## config.mk

```make
export PLATFORM = sky130hd
export DESIGN_NAME = tl45_register_read
export DESIGN_NICKNAME = d
export VERILOG_FILES = /design/src/rtl/tl45_pkg.sv /design/src/rtl/tl45_operand_mux.sv /design/src/rtl/tl45_register_read.sv
export SDC_FILE = /design/constraint.sdc
export NUM_CORES = 1
export LEC_CHECK = 0
export ABC_AREA = 1
export ABC_CLOCK_PERIOD_IN_PS = 1600
export CAP_MARGIN = 20
export CORE_AREA = 2 2 173 175
export DETAILED_ROUTE_END_ITERATION = 8
export DIE_AREA = 0 0 175 177
export GPL_TIMING_DRIVEN = 1
export PLACE_DENSITY = 0.64
export SLEW_MARGIN = 40
export SYNTH_ARGS = -nofsm -noshare
export SYNTH_HDL_FRONTEND = slang
export SYNTH_SLANG_ARGS = --single-unit
```

## constraint.sdc

```tcl
create_clock -name clk -period 1.6 [get_ports clk]
set_input_delay 0.24 -clock clk [delete_from_list [all_inputs] [get_ports clk]]
set_output_delay 0.24 -clock clk [all_outputs]
set_load 0.03 [all_outputs]
```

## src/rtl/tl45_pkg.sv

```systemverilog
// tl45_pkg: shared opcode type, register-zero constant and forwarding bus struct
package tl45_pkg;
  localparam int DATA_WIDTH = 32;
  localparam int REG_WIDTH = 4;
  typedef logic [4:0] opcode_t;
  localparam logic [REG_WIDTH-1:0] REG_ZERO = '0;
  typedef struct packed {
    logic en;
    logic [REG_WIDTH-1:0] rd;
    logic [DATA_WIDTH-1:0] val;
  } fwd_t;
  function automatic logic fwd_hit(input fwd_t f, input logic [REG_WIDTH-1:0] s);
    return f.en && f.rd == s;
  endfunction
endpackage

```

## src/rtl/tl45_operand_mux.sv

```systemverilog
// tl45_operand_mux: resolves one source operand, youngest forwarding stage first
module tl45_operand_mux
  import tl45_pkg::*;
(
  input  logic [REG_WIDTH-1:0]  src,
  input  logic [DATA_WIDTH-1:0] rf_data,
  input  fwd_t                  alu,
  input  fwd_t                  mem,
  input  fwd_t                  wb,
  output logic [DATA_WIDTH-1:0] val
);
  // r0 is hardwired zero; wb bypass covers the same-edge register-file write
  always_comb
    val = src == REG_ZERO ? '0 :
          fwd_hit(alu, src) ? alu.val :
          fwd_hit(mem, src) ? mem.val :
          fwd_hit(wb, src)  ? wb.val  : rf_data;
endmodule

```

## src/rtl/tl45_register_read.sv

```systemverilog
// tl45_register_read: operand fetch with forwarding, load-use stall and flush; TL45_RR_PERF_EN enables the hazard stall counter
module tl45_register_read
  import tl45_pkg::*;
#(
  parameter int DATA_W = DATA_WIDTH,
  parameter int REG_W  = REG_WIDTH
) (
  input  logic              clk,
  input  logic              reset_n,
  input  logic              i_valid,
  output logic              o_ready,
  input  opcode_t           i_opcode,
  input  logic [REG_W-1:0]  i_dr,
  input  logic [REG_W-1:0]  i_sr1,
  input  logic [REG_W-1:0]  i_sr2,
  input  logic [DATA_W-1:0] i_imm,
  input  logic [DATA_W-1:0] i_pc,
  output logic [REG_W-1:0]  o_rf_addr1,
  output logic [REG_W-1:0]  o_rf_addr2,
  input  logic [DATA_W-1:0] i_rf_data1,
  input  logic [DATA_W-1:0] i_rf_data2,
  input  logic              i_alu_fwd_en,
  input  logic [REG_W-1:0]  i_alu_fwd_reg,
  input  logic [DATA_W-1:0] i_alu_fwd_val,
  input  logic              i_alu_pending,
  input  logic              i_mem_fwd_en,
  input  logic [REG_W-1:0]  i_mem_fwd_reg,
  input  logic [DATA_W-1:0] i_mem_fwd_val,
  input  logic              i_wb_en,
  input  logic [REG_W-1:0]  i_wb_reg,
  input  logic [DATA_W-1:0] i_wb_val,
  input  logic              i_flush,
  output logic              o_valid,
  input  logic              i_ready,
  output opcode_t           o_opcode,
  output logic [REG_W-1:0]  o_dr,
  output logic [DATA_W-1:0] o_val1,
  output logic [DATA_W-1:0] o_val2,
  output logic [DATA_W-1:0] o_imm,
  output logic [DATA_W-1:0] o_pc,
  output logic [31:0]       o_stall_cnt
);
  fwd_t alu_f, mem_f, wb_f;
  logic [DATA_W-1:0] val1, val2;
  logic hazard, advance, accept;
  assign o_rf_addr1 = i_sr1;
  assign o_rf_addr2 = i_sr2;
  assign alu_f = '{en: i_alu_fwd_en, rd: i_alu_fwd_reg, val: i_alu_fwd_val};
  assign mem_f = '{en: i_mem_fwd_en, rd: i_mem_fwd_reg, val: i_mem_fwd_val};
  assign wb_f  = '{en: i_wb_en, rd: i_wb_reg, val: i_wb_val};
  tl45_operand_mux u_mux1 (.src(i_sr1), .rf_data(i_rf_data1), .alu(alu_f), .mem(mem_f), .wb(wb_f), .val(val1));
  tl45_operand_mux u_mux2 (.src(i_sr2), .rf_data(i_rf_data2), .alu(alu_f), .mem(mem_f), .wb(wb_f), .val(val2));
  // a pending load in execute cannot be forwarded yet, so its consumers must wait
  always_comb begin
    hazard  = i_valid && i_alu_pending && i_alu_fwd_reg != REG_ZERO &&
              (i_alu_fwd_reg == i_sr1 || i_alu_fwd_reg == i_sr2);
    advance = !o_valid || i_ready;
    o_ready = i_flush || (advance && !hazard);
    accept  = i_valid && o_ready && !i_flush;
  end
  // execute pipeline register: flush, then load, then bubble, else hold
  always_ff @(posedge clk or negedge reset_n)
    if (!reset_n) begin
      o_valid  <= 1'b0;
      o_opcode <= '0;
      o_dr     <= '0;
      o_val1   <= '0;
      o_val2   <= '0;
      o_imm    <= '0;
      o_pc     <= '0;
    end else if (i_flush) begin
      o_valid <= 1'b0;
    end else if (accept) begin
      o_valid  <= 1'b1;
      o_opcode <= i_opcode;
      o_dr     <= i_dr;
      o_val1   <= val1;
      o_val2   <= val2;
      o_imm    <= i_imm;
      o_pc     <= i_pc;
    end else if (advance) begin
      o_valid <= 1'b0;
    end
`ifdef TL45_RR_PERF_EN
  // saturating count of cycles lost to load-use stalls
  always_ff @(posedge clk or negedge reset_n)
    if (!reset_n) o_stall_cnt <= '0;
    else if (hazard && !i_flush && o_stall_cnt != '1) o_stall_cnt <= o_stall_cnt + 32'd1;
`else
  assign o_stall_cnt = '0;
`endif
endmodule

```

Word-level counts from Yosys, hierarchy flattened
Index checks and enable logic that the tools add are counted.
- eq/ne operators: 6
- mux-type cells: 11
- bitwise logic cells: 1
- reductions and logical operators: 23
- operators by type and width (cell ; number):
    32-bit 2-to-1 mux ; 8
    4-bit == test ; 6
    1-bit logical AND ; 12
    4-bit zero test ; 2
    4-bit nonzero test ; 1
    1-bit zero test ; 3
    1-bit logical OR ; 3
    1-bit 2-to-1 mux ; 3
    3-bit nonzero test ; 1
    2-bit AND reduction ; 1
    1-bit NOT ; 1
- register bits: 138
- output and inout bits: 179

Longest topological paths before layout
Gate-level depths: netlist of run 1.
- depth in word-level cells: 10
- mapped depth: 12

Cells and area by module
A second synthesis of run 1 with hierarchy kept.
- cells, all modules: 1508
- area total of the unflattened synthesis: 9830.7 sq um
- modules (own cells, without submodules) (module ; instances ; cells an instance ; area an instance (sq um) ; seq. area each (sq um)):
    tl45_register_read ; 1 ; 704 ; 6162.2 ; 3453.3
    tl45_operand_mux ; 2 ; 402 ; 1834.3 ; 0.0

Least setup slack after synthesis of run 1
OpenSTA, ideal clock, no wires.
- path type: register -> register
- from: reg o_valid
- to: reg o_imm[22]
- setup time: 0.120 ns
- arrival: 1.619 ns
- required time: 1.480 ns
- slack: -0.139 ns
- stages on the path, launching flop included: 6
- buffers on the path: 1
- clock period less this slack: 1.739 ns
- cell sequence: dfrtp_1 > or3b_2 > a21boi_1 > clkbuf_1 > nand3_1 > nand2_1
- cells in the longest elaborated chain, start to end: 7
- ends and longest elaborated chain (element ; line ; text):
    from (decl) ; tl45_register_read.sv:33 ; output logic o_valid,
    from (signal assigned) ; tl45_register_read.sv:64 ; o_valid <= 1'b0;
    from (signal assigned) ; tl45_register_read.sv:72 ; o_valid <= 1'b0;
    from (signal assigned) ; tl45_register_read.sv:74 ; o_valid <= 1'b1;
    1-bit zero test ; tl45_register_read.sv:57 ; advance = !o_valid || i_ready;
    1-bit logical OR ; tl45_register_read.sv:57 ;
    1-bit logical AND ; tl45_register_read.sv:58 ; o_ready = i_flush || (advance && !hazard);
    1-bit logical OR ; tl45_register_read.sv:58 ;
    named net o_ready ; tl45_register_read.sv:11 ; output logic o_ready,
    1-bit logical AND (2 in a row) ; tl45_register_read.sv:59 ; accept = i_valid && o_ready && !i_flush;
    2-bit AND reduction (no source line) ; -- ;
    to (signal assigned) ; tl45_register_read.sv:79 ; o_imm <= i_imm;
    to (decl) ; tl45_register_read.sv:39 ; output logic [DATA_W-1:0] o_imm,
The timed path passes the listed nets, and every way through them passes these cells.
A chain may end at the register's enable or synchronous reset.

Worst setup path after layout of run 1
- from: reg o_valid
- to: out o_ready
- cells in the longest elaborated chain, start to end: 4
- ends and longest elaborated chain (element ; line):
    1-bit zero test ; tl45_register_read.sv:57
    1-bit logical OR ; tl45_register_read.sv:57
    1-bit logical AND ; tl45_register_read.sv:58
    1-bit logical OR ; tl45_register_read.sv:58
    to (decl) ; tl45_register_read.sv:11
No other way between the ends.

==> metrics.md, run 1 <==
| Metric | Value |
|---|---|
| Status | `finished with violations` |
| Failing checks | `negative setup slack` |
| Fmax | `565 MHz` |
| Largest net degree at the start of global routing | `74` |
| Async SR Flop Fraction | `100%` |
| Placeable Area | `29,200 um^2` |
| Clock-pin slew on the worst setup and hold paths | `0.07 ns` |
| Die area | `31,000 um^2` |
| Crit path kind | `reg -> out` |
| Yosys warnings | `0` |
| First-pass GRT wire length | `58.7 mm` |
| Post-Route WL | `44.5 mm` |
| Drt wl/cell | `19.7 um` |
| Max cap viols | `0` |
| Final hold violations | `0` |
| Syn avg cell area | `6.39 um^2` |
| Critical path arrival | `1.53 ns` |
| Post-Synthesis Cells | `1,394` |
| Net Sw Power | `5320 uW` |
| Post-layout min period | `1.77 ns` |
| Top post-synthesis cells by area | `dfrtp_1 (39%), nand2_1 (21%), nand3_1 (12%)` |
| Later-pin clock latency in the skew report | `0.42 ns` |
| Htree depth | `4` |
| Initial core utilization | `30.5%` |
| Final core utilization | `52.8%` |
| Delay-heaviest family, CP | `simple AND/OR/NAND/NOR gates` |
| Reg power frac | `32.5%` |
| P per Cell Area | `875 nW/um^2` |
| Global router's overall resource usage | `24.6%` |
| Fin area | `15,400 um^2` |
| Clk pwr share | `29.3%` |
| Post-synth top flop | `dfrtp_1` |
| Post-Place Setup Slack | `-0.568 ns` |
| Post-DP HPWL | `27.8 mm` |
| Total number of vias | `10,900` |
| Worst path bufs/invs | `2` |
| Vias in the first global route | `10,400` |
| Slowest cell on the critical path | `or3b_4` |
| Fin Clk Skew | `0.0186 ns` |
| Sink Count | `138` |
| Final instance count without filler cells | `2,256` |
| Post-synth EDFFs | `0` |
| Count leader, synth | `nand2_1` |
| Period Utilization, post-route | `111%` |
| Longest Clk Path Bufs | `2` |
| Area delta synth->final | `73.4%` |
| Root Driver | `clkbuf_16` |
| Ordered list of cells on the worst path | `or3b_4 -> a21boi_4 -> buf_6 -> buf_6` |
| Placed insts | `2,164` |
| Post-synthesis cell area | `8910 um^2` |
| Crit end category | `primary output` |
| Leakage | `0.00840 uW` |
| Worst EP required | `1.36 ns` |
| Sequential area share after synthesis | `38.8%` |
| Avg Vias per Cell | `4.83` |
| CTS tree | `built` |
| Synthesis-stage register bit count | `138` |
| 1st-pass router iterations | `5` |
| Setup WS post-layout | `-0.170 ns` |
| # rows | `63` |
| Synth top cells by count | `nand2_1 (509), nand3_1 (205), inv_1 (176), nor2_1 (143), dfrtp_1 (138)` |
| Dpl cell area | `13,700 um^2` |
| Final ANT Viol Nets | `0` |
| Die height | `177 um` |
| Overflow after GRT | `0` |
| # fillers | `2,905` |
| Sw Share | `39.4%` |
| Boundary Pins | `441` |
| Min-Delay Path Class | `in -> async` |
| Initial antenna violation count | `4` |
| Pins Over Slew Limit | `0` |
| Placer's final routability congestion estimate | `0.947` |
| RSZ-0062 raised after global routing | `true` |
| VDD IR max | `649 uV` |
| Port Buffers | `408` |
| Worst-path fanout max | `3` |
| DRC violations left | `0` |
| Initial DRC count | `774` |
| Final setup vio count | `131` |
| Crit start category | `flip-flop` |
| Die width | `175 um` |
| CP most frequent cell | `buf_6` |
| Fraction of layout cells with a size suffix above 1 | `12.5%` |
| CTS Buf Count | `17` |
| Share of power burned in combinational logic | `38.2%` |
| Pint | `8190 uW` |
| Post-synth cell types | `23` |
| Post-synth top area cell | `dfrtp_1` |
| Final Net Count | `2,112` |
| Crit-path max cell delay | `0.38 ns` |
| Top-area cell type share of the netlist area | `38.8%` |
-- layer usage --
layer	routed length [um]	up-vias	part of all wire (%)	GRT usage, %
met2	21900	525	49	43.4
met5	13	-	0.029	0
met1	17100	5097	38	28.9
met3	3680	97	8.3	6.19
met4	1810	2	4.1	9.34
li1	-	5173	-	-
-- sequential cells by signal, summed over array words and instances, names as in the netlist --
register,flops
o_opcode,5
o_dr,4
o_val2,32
o_pc,32
o_valid,1
o_val1,32
o_imm,32
-- area by class of cell --
type / instances / area (um^2) / share of cell area [%]
antenna: 3 / 7.51 / 0.0486
clock buffer: 18 / 439 / 2.84
clock inverter: 14 / 129 / 0.834
inverter: 182 / 687 / 4.45
multi-input combinational: 980 / 4430 / 28.7
sequential: 138 / 3450 / 22.4
tap: 390 / 488 / 3.16
timing repair buffer: 531 / 5810 / 37.6
-- worst paths after layout --
check,startpoint,end,slack (ns),cells past startpoint
worst max-delay path,o_valid$_DFFE_PN0P_,o_ready,-0.17,4
worst min-delay path,reset_n,o_val1[27]$_DFFE_PN0P_,0.34,2
worst max register to register,o_valid$_DFFE_PN0P_,o_val1[10]$_DFFE_PN0P_,-0.09,8
worst min register to register,o_imm[23]$_DFFE_PN0P_,o_imm[23]$_DFFE_PN0P_,0.47,2
max in group asynchronous,reset_n,o_valid$_DFFE_PN0P_,0.71,3
min in group clk,i_flush,o_valid$_DFFE_PN0P_,0.34,4
-- power by group through the flow --
stage                     registers [uW]  logic, uW  clock network (uW)
after CTS                           4390       4760                4040
after detailed placement            4460       5070                   0
final                               4390       5170                3960
after floorplan                     5560       1410                   0
after global placement              4470       5040                   0
after global routing                4450       5510                4200
-- per-stage QoR --
step | TNS [ns] | power [uW] | hold slack [ns]
after floorplan | 0 | 6970 | -0.0556
after global placement | -73.71 | 9510 | 0.160
after detailed placement | -73.32 | 9530 | 0.157
after CTS | -0.203 | 13200 | 0.308
after global routing | -14.75 | 14200 | 0.321
final | -4.64 | 13500 | 0.336
-- placed cells by master, fill, tap and decap left out, types with 3 or more instances in the layout --
| cell type | count |
|---|---|
| nand2_2 | 5 |
| buf_4 | 56 |
| nor2_4 | 9 |
| inv_2 | 14 |
| buf_16 | 4 |
| buf_12 | 28 |
| nand3_4 | 5 |
| buf_8 | 11 |
| dlymetal6s2s_1 | 8 |
| diode_2 | 3 |
| nand3_2 | 22 |
| clkinvlp_4 | 5 |
| clkdlybuf4s50_1 | 240 |
| inv_6 | 5 |
| xor2_1 | 3 |
| inv_1 | 167 |
| conb_1 | 32 |
| inv_8 | 3 |
| nand4_1 | 64 |
| clkbuf_16 | 42 |
| nand3_1 | 179 |
| nand2_1 | 505 |
| buf_6 | 14 |
| dfrtp_1 | 137 |
| o21ai_0 | 6 |
| nor2_1 | 140 |
| dlygate4sd2_1 | 141 |
-- kinds of logic (layout without fill, tap and decap cells) --
group	Yosys count	in the layout	share of synthesized area, %
AO/OA/AOI/OAI	11	11	0.660
XOR/XNOR	4	4	0.393
buffers and inverters	307	745	15.7
flip-flops	138	138	38.8
other	1	35	0.0421
AND/OR/NAND/NOR	933	933	44.5
-- repair_timing --
| action | 4_1_cts | 5_1_grt |
|---|---|---|
| buffers inserted | 5 | 12 |
| pin swaps | 4 | 16 |
| setup endpoints to repair | 270 | 138 |
| hold buffers | 1 | 0 |
| resized for setup | 162 | 94 |
| cloned | 3 | 36 |
| endpoints found under the hold margin | 23 | 0 |
Power figures use the tool's default switching activity.
==> inputs of run 2 (changes only) <==
Settings changed: ABC_CLOCK_PERIOD_IN_PS 1600 to 1650, CELL_PAD_IN_SITES_DETAIL_PLACEMENT from default to 0, CELL_PAD_IN_SITES_GLOBAL_PLACEMENT from default to 1, CORE_AREA 2 2 173 175 to default, CORE_ASPECT_RATIO from default to 1.4, CORE_MARGIN from default to 1.5, CORE_UTILIZATION from default to 27, DIE_AREA 0 0 175 177 to default, PLACE_DENSITY 0.64 to 0.79.
Clock period 1.6 ns to 1.65 ns, I/O delays scaled along.
==> run 2 against run 1 <==
  * First-iteration DRC count fell by 30%
  * Register-to-register slack got worse by 0.06 ns
  * The flow still finishes with violations (negative setup slack)
  * Non-clock buffer count fell by 6
  * Die area rose by 10%
  * Setup slack got worse by 0.064 ns
==> metrics.md, run 2 (synthesis results as in run 1) <==
| Metric | Value |
|---|---|
| Max cap viols | `0` |
| # fillers | `3,343` |
| Period Utilization, post-route | `114%` |
| Overflow after GRT | `0` |
| Post-Route Setup TNS | `-9.19 ns` |
| Final ANT Viol Nets | `0` |
| Status | `finished with violations` |
| Reg2reg setup slack | `-0.15 ns` |
| Crit end category | `primary output` |
| VDD IR max | `427 uV` |
| Min-Delay Path Class | `in -> async` |
| Die height | `218 um` |
| Port Buffers | `408` |
| Die area | `34,100 um^2` |
| Htree depth | `4` |
| Critical path arrival | `1.64 ns` |
| Most common cell after layout, fill and taps aside | `nand2_1` |
| Initial DRC count | `542` |
| Later-pin clock latency in the skew report | `0.45 ns` |
| Final setup vio count | `120` |
| Worst EP required | `1.40 ns` |
| Commonest non-fill, non-tap cells in the layout | `nand2_1 (429), clkdlybuf4s50_1 (248), inv_1 (173), nand3_1 (149), dlygate4sd2_1 (145)` |
| Hold WS | `0.248 ns` |
| Fin Clk Skew | `0.0129 ns` |
| Setup WS post-layout | `-0.234 ns` |
| First-pass GRT wire length | `60.3 mm` |
| Pins Over Slew Limit | `0` |
| Leakage | `0.00828 uW` |
| Fmax | `531 MHz` |
| Antenna fix cells | `0` |
| Boundary Pins | `441` |
| Final hold violations | `0` |
| Largest net degree at the start of global routing | `69` |
| Initial core utilization | `27.5%` |
| Die width | `157 um` |
| Post-Place Setup Slack | `-0.525 ns` |
| Post-DP HPWL | `30.1 mm` |
| Fraction of layout cells with a size suffix above 1 | `17.3%` |
| Post-layout min period | `1.88 ns` |
| Total number of vias | `10,700` |
| Root Driver | `clkbuf_16` |
| Register area | `3450 um^2` |
| Initial antenna violation count | `2` |
| Clock-pin slew on the worst setup and hold paths | `0.07 ns` |
| Multi-input logic area | `4850 um^2` |
| Avg Vias per Cell | `4.65` |
| Crit start category | `flip-flop` |
| Ordered list of cells on the worst path | `or3b_4 -> a21boi_4 -> buf_6 -> buf_6` |
| Placer's final routability congestion estimate | `0.895` |
| Slowest cell on the critical path | `or3b_4` |
| Global router's overall resource usage | `23.5%` |
| # rows | `78` |
| Failing checks | `negative setup slack` |
| Crit path kind | `reg -> out` |
| Worst-path fanout max | `2` |
| Sink Count | `138` |
| Crit-path max cell delay | `0.41 ns` |
| Area delta synth->final | `75.2%` |
| DRC violations left | `0` |
| CTS Buf Count | `17` |
| RSZ-0062 raised after global routing | `true` |
| P per Cell Area | `865 nW/um^2` |
| Post-Route WL | `41.7 mm` |
| Placeable Area | `32,400 um^2` |
| Vias in the first global route | `10,500` |
| CP most frequent cell | `buf_6` |
| Final Net Count | `2,106` |
| Longest Clk Path Bufs | `2` |
| Drt wl/cell | `18.1 um` |
| CTS tree | `built` |
| 1st-pass router iterations | `5` |
==> run 2: changes by cell type in the layout (fill, tap and decap cells not counted), sizes merged, moves of 2 or more <==
| cell | change |
|---|---|
| clkdlybuf4s50 | +8 |
| clkbuf | -20 |
| clkinvlp | -4 |
| bufinv | +3 |
| dlymetal6s2s | -6 |
| clkdlybuf4s15 | -2 |
| buf | +11 |
| diode | -3 |
| dlygate4sd2 | +4 |
==> run 2: final cells by class <==
type,count,share of cell area [%]
Clock buffer,19,2.84
Clock inverter,13,1.16
Inverter,182,4.38
Multi-Input combinational cell,980,31.1
Sequential cell,138,22.1
Tap cell,440,3.53
Timing Repair Buffer,525,34.9
==> run 2: per-layer routing <==
layer	global-route usage, %	vias to the layer above	share of wire, %
li1	-	5131	-
met1	25.5	4990	37
met2	42.5	491	52
met3	6.86	73	9.0
met4	9.14	4	2.8
met5	0	-	0.065
==> run 2: report_power, final <==
part           leakage, uW  switching [uW]  internal [uW]  total [uW]
combinational      0.00627            3020           1980        5000
sequential         0.00171             369           3940        4300
clock             0.000303            1740           2470        4200
==> run 2: critical path, delay by kind of cell (launching register included) <==
| family | cells | cell delay [ns] |
|---|---|---|
| buffers and inverters | 2 | 0.25 |
| AOI/OAI and AO/OA | 1 | 0.16 |
| and+or+nand+nor | 1 | 0.41 |
| DFF | 1 | 0.38 |
==> run 2: path summary, 6_finish.rpt <==
| kind | endpoint | cells after the start | startpoint |
|---|---|---|---|
| max in group asynchronous | o_imm[8]$_DFFE_PN0P_ | 3 | reset_n |
| min | o_val1[30]$_DFFE_PN0P_ | 2 | reset_n |
| min reg2reg | o_val1[4]$_DFFE_PN0P_ | 2 | o_val1[4]$_DFFE_PN0P_ |
| min in group clk | o_imm[25]$_DFFE_PN0P_ | 3 | i_imm[25] |
| max | o_ready | 4 | o_valid$_DFFE_PN0P_ |
| max reg2reg | o_val2[25]$_DFFE_PN0P_ | 10 | o_valid$_DFFE_PN0P_ |
==> run 2: what timing repair did <==
item                                    CTS  global route
pin swaps                                 2            69
buffers inserted                         17            10
hold buffers                              1             0
gates cloned                              5             6
endpoints found under the setup margin  254           138
gates resized for setup                 191           171
endpoints found under the hold margin    27             0
==> run 2: through the flow <==
step,area [um^2],cells,total power [uW],utilization [%]
3_3_place_gp,14000,2239,9340,43.3
3_5_place_dp,14000,2239,9360,43.3
4_1_cts,15000,2294,13400,46.2
6_report,15600,2297,13500,48.2
5_1_grt,15600,2297,14100,48.2
2_1_floorplan,9030,1425,6750,-
==> inputs of run 3 (changes only) <==
Settings changed: CORE_ASPECT_RATIO 1.4 to 0.8, CORE_UTILIZATION 27 to 28, CTS_BUF_LIST from default to sky130_fd_sc_hd__clkbuf_8, PLACE_DENSITY 0.79 to 0.82.
==> run 3 against run 2 <==
  * The flow still finishes with violations (negative setup slack)
  * Sequential share of layout area is 1.2 points higher
  * Core utilization down 1.0 points
  * Highest routed layer is now met4
  * Cell count down 2.0%
  * Setup slack better by 0.041 ns
  * First-iteration DRC count up 27%
  * Largest power group unchanged
  * Largest cell class unchanged
==> metrics.md, run 3 (synthesis results as in run 1) <==
| Metric | Value |
|---|---|
| Status | `finished with violations` |
| Failing checks | `negative setup slack` |
| Drt wl/cell | `17.8 um` |
| Initial core utilization | `28.4%` |
| Die area | `32,900 um^2` |
| Commonest non-fill, non-tap cells in the layout | `nand2_1 (508), clkdlybuf4s50_1 (248), inv_1 (176), nand3_1 (152), nor2_1 (140)` |
| Setup WS post-layout | `-0.193 ns` |
| Crit start category | `flip-flop` |
| Die height | `163 um` |
| Crit end category | `primary output` |
| Fmax | `543 MHz` |
| Post-layout min period | `1.84 ns` |
| Placed insts | `2,199` |
| Min-Delay Path Class | `in -> async` |
| VDD IR max | `484 uV` |
| Final Net Count | `2,076` |
| Hold WS | `0.236 ns` |
| CTS Buf Count | `17` |
| Die width | `202 um` |
| Most common cell after layout, fill and taps aside | `nand2_1` |
| Initial antenna violation count | `3` |
| CTS tree | `built` |
| Critical path arrival | `1.60 ns` |
| Post-DP HPWL | `28.7 mm` |
| Final hold violations | `0` |
| Initial DRC count | `689` |
| Worst EP required | `1.40 ns` |
| Placer's final routability congestion estimate | `0.887` |
| Slew @ Worst Pin | `0.836 ns` |
| Post-Route WL | `40.1 mm` |
| Final setup vio count | `73` |
| Sink Count | `138` |
| Final ANT Viol Nets | `0` |
| Fraction of layout cells with a size suffix above 1 | `11.1%` |
| 1st-pass router iterations | `7` |
| Overflow after GRT | `0` |
| Clock-pin slew on the worst setup and hold paths | `0.10 ns` |
| Root Driver | `clkbuf_8` |
| Crit path kind | `reg -> out` |
| P per Cell Area | `820 nW/um^2` |
| Longest Clk Path Bufs | `2` |
| RSZ-0062 raised after global routing | `true` |
| Boundary Pins | `441` |
| Placeable Area | `31,400 um^2` |
| Avg Vias per Cell | `4.67` |
| Largest net degree at the start of global routing | `74` |
| Final core utilization | `47.1%` |
| Area delta synth->final | `65.9%` |
| Worst slew margin | `44.2%` |
| Reg2reg setup slack | `-0.18 ns` |
| Final instance count without filler cells | `2,250` |
| # fillers | `3,251` |
| Max cap viols | `0` |
| Vias in the first global route | `10,400` |
| Post-Route Setup TNS | `-9.15 ns` |
| DRC violations left | `0` |
| Global router's overall resource usage | `24.1%` |
| Pins Over Slew Limit | `0` |
| Overall Power | `12,100 uW` |
| Total number of vias | `10,500` |
| # rows | `58` |
| Port Buffers | `408` |
| Fin Clk Skew | `0.0113 ns` |
| Leakage | `0.00803 uW` |
| Htree depth | `4` |
| Later-pin clock latency in the skew report | `0.46 ns` |
| First-pass GRT wire length | `60.7 mm` |
| Worst-path fanout max | `3` |
| Period Utilization, post-route | `112%` |
## run 3: layer usage
| layer | global-route usage [%] | up-vias | wire length (um) |
|---|---|---|---|
| met5 | 0 | - | 0 |
| met3 | 4.16 | 48 | 2580 |
| li1 | - | 5076 | - |
| met2 | 37.6 | 437 | 18300 |
| met1 | 33.5 | 4957 | 18200 |
| met4 | 8.28 | 0 | 939 |
## run 3: stage by stage
| step | worst slack, ns | instance area [um^2] |
|---|---|---|
| after floorplan | 0.0351 | 9030 |
| after global placement | -0.856 | 13800 |
| after detailed placement | -0.670 | 13900 |
| after CTS | -0.290 | 14700 |
| after global routing | -0.261 | 14800 |
| final | -0.193 | 14800 |
## run 3: what timing repair did
item                                   CTS  global route
hold buffers                             1             0
gates cloned                             6             0
resized for setup                      222            18
pin swaps                               53             2
endpoints found under the hold margin   54             0
buffers inserted                         8             3
setup endpoints to repair              272           137
## run 3: final cells by class
class / count / area [um^2] / share of cell area, %
Clock inverter: 14 / 171 / 1.16
Clock buffer: 18 / 248 / 1.68
Timing Repair Buffer: 495 / 5160 / 34.9
Inverter: 182 / 683 / 4.62
Antenna cell: 3 / 7.51 / 0.0508
Tap cell: 420 / 526 / 3.56
Multi-Input combinational cell: 980 / 4530 / 30.6
Sequential cell: 138 / 3450 / 23.4
## run 3: worst max-delay path: stages (launching register included)
cell and delay [ns]:
dfrtp_2 0.40, or3b_4 0.26, a21boi_4 0.31, buf_8 0.17
## run 3: where the power goes
part | total (uW) | internal, uW | leakage (uW) | switching [uW]
logic | 4760 | 1830 | 0.00612 | 2930
clock network | 3100 | 1550 | 0.000210 | 1550
registers | 4260 | 3930 | 0.00171 | 329
total | 12100 | 7300 | 0.00803 | 4810
## run 3: path summary, 6_finish.rpt
| path | to | cells after the start | from |
|---|---|---|---|
| setup / recovery | o_ready | 3 | o_valid$_DFFE_PN0P_ |
| max in group asynchronous | o_pc[28]$_DFFE_PN0P_ | 3 | reset_n |
| min in group clk | o_dr[3]$_DFFE_PN0P_ | 3 | i_dr[3] |
| hold / removal | o_val2[11]$_DFFE_PN0P_ | 2 | reset_n |
| setup reg to reg | o_imm[8]$_DFFE_PN0P_ | 8 | o_valid$_DFFE_PN0P_ |
| hold reg to reg | o_imm[29]$_DFFE_PN0P_ | 2 | o_imm[29]$_DFFE_PN0P_ |
